## config.mk

```make
export PLATFORM = sky130hd
export DESIGN_NAME = decoder_iter_ctrl
export DESIGN_NICKNAME = d
export VERILOG_FILES = /design/src/rtl/decoder_iter_ctrl.sv
export SDC_FILE = /design/constraint.sdc
export NUM_CORES = 1
export LEC_CHECK = 0
export CORE_UTILIZATION = 46
export DETAILED_ROUTE_END_ITERATION = 10
export GPL_TIMING_DRIVEN = 0
export PLACE_DENSITY = 0.73
export SYNTH_ARGS = -nofsm -noshare
export SYNTH_HDL_FRONTEND = slang
export SYNTH_SLANG_ARGS = --single-unit
```

## constraint.sdc

```tcl
create_clock -name clk -period 1.6 [get_ports clk]
set_clock_uncertainty 0.05 [all_clocks]
set_input_delay 0.4 -clock clk [delete_from_list [all_inputs] [get_ports clk]]
set_output_delay 0.4 -clock clk [all_outputs]
set_load 0.1 [all_outputs]
```

## src/rtl/decoder_iter_ctrl.sv

```systemverilog
// Iteration sequencer for a neural min-sum decoder: VN/CN phase handshakes per iteration,
// output-layer start, consumer hold and loader release, with early stop and per-wait watchdog.
//
// state    | meaning
// ---------+-----------------------------------------------------------
// IDLE     | waiting for a full LLR frame
// VN_GO    | vn_start pulse for iteration iter_idx
// VN_WAIT  | waiting for vn_done (watchdog running)
// CN_GO    | cn_start pulse for iteration iter_idx
// CN_WAIT  | waiting for cn_done, decide next iteration / finish
// OUT_GO   | out_start pulse to the output layer
// OUT_WAIT | waiting for out_done (watchdog running)
// HOLD     | out_valid, waiting for consumer accept (no watchdog)
// RELEASE  | llr_release pulse, frame retired
module decoder_iter_ctrl #(
  parameter int N_ITER     = 5,
  parameter int ITER_W     = 4,
  parameter int EARLY_TERM = 1,
  parameter int WDOG_CYC   = 255
) (
  input  logic              clk,
  input  logic              rst,
  input  logic              llrs_loaded,
  output logic              llr_release,
  output logic              vn_start,
  input  logic              vn_done,
  output logic              cn_start,
  input  logic              cn_done,
  input  logic              syndrome_ok,
  output logic [ITER_W-1:0] iter_idx,
  output logic              out_start,
  input  logic              out_done,
  output logic              out_valid,
  input  logic              out_accept,
  output logic              busy,
  output logic              early_stop,
  output logic              wdog_err
);

  localparam int WD_W = $clog2(WDOG_CYC + 1);
  localparam logic [ITER_W-1:0] ITER_LAST = ITER_W'(N_ITER - 1);
  localparam logic [WD_W-1:0]   WDOG_LAST = WD_W'(WDOG_CYC - 1);

  typedef enum logic [3:0] {
    IDLE, VN_GO, VN_WAIT, CN_GO, CN_WAIT, OUT_GO, OUT_WAIT, HOLD, RELEASE
  } state_t;

  state_t            state, state_nxt;
  logic [ITER_W-1:0] iter_nxt;
  logic [WD_W-1:0]   wdog_cnt, wdog_nxt;
  logic              early_nxt;
  logic              wdog_err_nxt;
  logic              wdog_hit;

  // Abort on the WDOG_CYC-th wait cycle; a done arriving in that same cycle still wins.
  assign wdog_hit = (wdog_cnt == WDOG_LAST);

  always_comb begin
    state_nxt    = state;
    iter_nxt     = iter_idx;
    early_nxt    = early_stop;
    wdog_err_nxt = wdog_err;
    wdog_nxt     = '0;
    case (state)
      IDLE: begin
        if (llrs_loaded) begin
          state_nxt = VN_GO;
          iter_nxt  = '0;
          early_nxt = 1'b0;
        end
      end
      VN_GO: state_nxt = VN_WAIT;
      VN_WAIT: begin
        if (vn_done) begin
          state_nxt = CN_GO;
        end else if (wdog_hit) begin
          state_nxt    = RELEASE;
          wdog_err_nxt = 1'b1;
        end else begin
          wdog_nxt = wdog_cnt + WD_W'(1);
        end
      end
      CN_GO: state_nxt = CN_WAIT;
      CN_WAIT: begin
        if (cn_done) begin
          if ((EARLY_TERM != 0) && syndrome_ok) begin
            state_nxt = OUT_GO;
            early_nxt = 1'b1;
          end else if (iter_idx == ITER_LAST) begin
            state_nxt = OUT_GO;
          end else begin
            state_nxt = VN_GO;
            iter_nxt  = iter_idx + ITER_W'(1);
          end
        end else if (wdog_hit) begin
          state_nxt    = RELEASE;
          wdog_err_nxt = 1'b1;
        end else begin
          wdog_nxt = wdog_cnt + WD_W'(1);
        end
      end
      OUT_GO: state_nxt = OUT_WAIT;
      OUT_WAIT: begin
        if (out_done) begin
          state_nxt = HOLD;
        end else if (wdog_hit) begin
          state_nxt    = RELEASE;
          wdog_err_nxt = 1'b1;
        end else begin
          wdog_nxt = wdog_cnt + WD_W'(1);
        end
      end
      HOLD: begin
        if (out_accept) state_nxt = RELEASE;
      end
      RELEASE: state_nxt = IDLE;
      default: state_nxt = IDLE;
    endcase
  end

  // Outputs are registered from the next state so each pulse lines up with its state.
  always_ff @(posedge clk) begin
    if (!rst) begin
      state       <= IDLE;
      iter_idx    <= '0;
      wdog_cnt    <= '0;
      early_stop  <= 1'b0;
      wdog_err    <= 1'b0;
      llr_release <= 1'b0;
      vn_start    <= 1'b0;
      cn_start    <= 1'b0;
      out_start   <= 1'b0;
      out_valid   <= 1'b0;
      busy        <= 1'b0;
    end else begin
      state       <= state_nxt;
      iter_idx    <= iter_nxt;
      wdog_cnt    <= wdog_nxt;
      early_stop  <= early_nxt;
      wdog_err    <= wdog_err_nxt;
      llr_release <= (state_nxt == RELEASE);
      vn_start    <= (state_nxt == VN_GO);
      cn_start    <= (state_nxt == CN_GO);
      out_start   <= (state_nxt == OUT_GO);
      out_valid   <= (state_nxt == HOLD);
      busy        <= (state_nxt != IDLE);
    end
  end

endmodule

```

==> results.toml <==
[status]
status = "finished with violations"
violations = "DRC, setup timing"

[global_routing]
grt_max_degree = 14
grt_usage = 0.2486
overflow = 0
antenna_found_initial = 0
first_global_vias = 1093
grt_pass1_wl_mm = 4.995

[sta]
setup_viol = 11
fin_ws_ns = -0.2216
fmax_mhz = 549.0
relSlewSlack = 0.6766
fin_crit_sh = 1.139
final_hold_viol_count = 0
period_needed_ns = 1.822
setup_tns_ns = -0.8363
rsz0062_at_grt = "yes"
report.final.slew_viol_count = 0
worst_pin_slew_ns = 0.4884

[worst_setup_path]
critPathMaxFanout = 5
slowest_delay_ns = 0.43
cp.required_ns = 1.81
crit_path_end_kind = "register"
r2r_start = "iter_idx[0]"
cp.buffers_inverters = 1
path_delay_family = "simple AND/OR/NAND/NOR gates"
critical_path_class = "register to register"
crit_path_cell_trace = "inv_4 > ha_4 > and3b_1 > o31a_1 > or4_4 > a21oi_2"
crit_path_top_delay_cell = "or4_4"
r2r_cells = 6
worst-endpoint-arrival_ns = 2.03
r2r_end = "iter_idx[2]"
r2r_setup_slack_ns = -0.22
crit_path_start_kind = "register"

[routing]
num_vias = 1225
drt-total-wl_mm = 3.767
antenna_left = 0
wl_per_cell_um = 18.02
firstDrtPassIters = 7
vias_per_cell = 5.861
drc = 2
drtIter0Drc = 49

[layout]
final_cell_mix = "18 x buf_4, 15 x nor2_1, 10 x dfxtp_1, 10 x dfxtp_2"
area_delta_synth_final_pct = 56.28
antennaDiodeCount = 0
layout.cells.most_common = "buf_4"
nets = 192
fill_cells = 157
multiInputGateArea_sq_um = 872.1
drive_gt1_frac = 0.5028
seqCellArea_sq_um = 508.0
final_cell_area_sq_um = 1852

[floorplan]
die_h_um = 52.75
die_w_um = 52.75
core_area_sq_um = 2455
row_count = 18
start_util = 0.4827
ios = 20
fp.dieArea_sq_um = 2783

[hold_path]
min_to = "wdog_err"
hold_class = "register to register"
holdPathStages = 2
min_from = "wdog_err"

[cts]
cts_made_buffers = 3
cts_root_buffer = "clkbuf_4"
clock_path_buffers = 2
htreeDepth = 1
clock-sinks = 24
insertion_delay_ns = 0.32
cts_hold_buf = 0
clkTransAtPathRegs_ns = 0.14
tritoncts = "done"

[power]
power_density_nw_per_um2 = 831.0
power.leakage_nw = 0.7202
max-vdd-ir-drop_v = 0.0006962

[job]
drv_cap = 0

[placement]
place.gp.congestion = 0.8993
placedInstanceArea_sq_um = 1425
hpwlAfterDp_mm = 1.930
preCtsSetupSlack_ns = -0.5419
port_buffers = 19

[synth]
synth_fp_nets = 147
syn_avg_cell_area_sq_um = 8.777
ys_types = 41
seq_area_frac_synth = 0.4055
syn_area_sq_um = 1185
syn_inst = 135
synth_top_area_frac = 0.4055
yosysTopAreaCell = "dfxtp_1"
synthTopCellsByArea = "dfxtp_1 41%, nor2_1 5.4%, ha_1 4.2%"
ys_ff_latch = 24
synth_edf_count = 0
synth-warning-count = 0
async_reset_ff_frac = 0
synthFlopType = "dfxtp_1"
Yosys cell counts, types with 3 or more instances:
master	instances
a21oi_1	5
a41oi_1	3
buf_2	4
dfxtp_1	24
ha_1	4
inv_1	10
nand2_1	4
nand2b_1	3
nand3_1	6
nor2_1	17
nor2b_1	3
nor3_1	5
o21ai_0	4
o31ai_1	4
xnor2_1	3
xor2_1	3
metal layers:
layer	global-route usage	vias to the layer above	share of wire
met5	0	-	0
met4	0.07895	0	0.019
met3	0.03188	10	0.042
met2	0.4726	44	0.54
met1	0.2799	589	0.40
li1	-	582	-
area by class of cell:
| class | count | area share |
|---|---|---|
| well taps | 30 | 0.02027 |
| inverters | 10 | 0.02297 |
| flip-flops and latches | 24 | 0.2743 |
| plain buffers | 4 | 0.02230 |
| multi-input cells | 97 | 0.4709 |
| repair buffers | 40 | 0.1696 |
| clock buffers | 4 | 0.01959 |
sequential cells by signal, indices dropped and copies added, names as in the netlist:
register / count
wdog_err: 1
out_start: 1
out_valid: 1
llr_release: 1
busy: 1
cn_start: 1
early_stop: 1
wdog_cnt: 8
iter_idx: 4
vn_start: 1
state: 4
kinds of logic after synthesis:
group	share of synthesized area
flops	0.4055
compound gates	0.2101
simple gates	0.2408
mux	0.008448
buf+inv	0.04858
fa+ha+maj	0.04224
xor+xnor	0.04436
metrics by stage:
stage / utilization / total power [W] / hold slack [ns] / instances
finish: 0.7543 / 0.001539 / 0.4237 / 209
global route: 0.7543 / 0.001583 / 0.4325 / 209
detailed placement: 0.5805 / 0.001010 / 0.3977 / 184
floorplan: - / 0.0009171 / 0.3911 / 135
CTS: 0.6723 / 0.001418 / 0.4228 / 201
global placement: 0.5805 / 0.001007 / 0.4010 / 184
tightest hold or removal path, stage by stage, from the launching register on:
cell,delay [ns]
dfxtp_1,0.34
nand2_1,0.05
o21ai_0,0.06
report_power, final:
part	switching (W)	internal, W	total, W	leakage, nW
clock network	0.000191	0.000139	0.000331	0.0210
logic	0.000349	0.000218	0.000567	0.497
registers	0.0000195	0.000622	0.000641	0.202
worst max path at each step:
stage / startpoint / to / cells past startpoint
2_1_floorplan: iter_idx[0] / iter_idx[2] / 6
3_3_place_gp: cn_done / iter_idx[2] / 5
3_5_place_dp: cn_done / iter_idx[2] / 5
4_1_cts: iter_idx[0] / iter_idx[2] / 6
5_1_grt: iter_idx[0] / iter_idx[2] / 6
6_report: iter_idx[0] / iter_idx[2] / 6
timing repair:
item                                    4_1_cts  5_1_grt
pin swaps                                    11       11
gates resized for setup                     102       39
setup buffers                                13        8
endpoints found under the hold margin         0        0
endpoints found under the setup margin       32       25
Note: power is estimated with default switching activity, not from simulation.
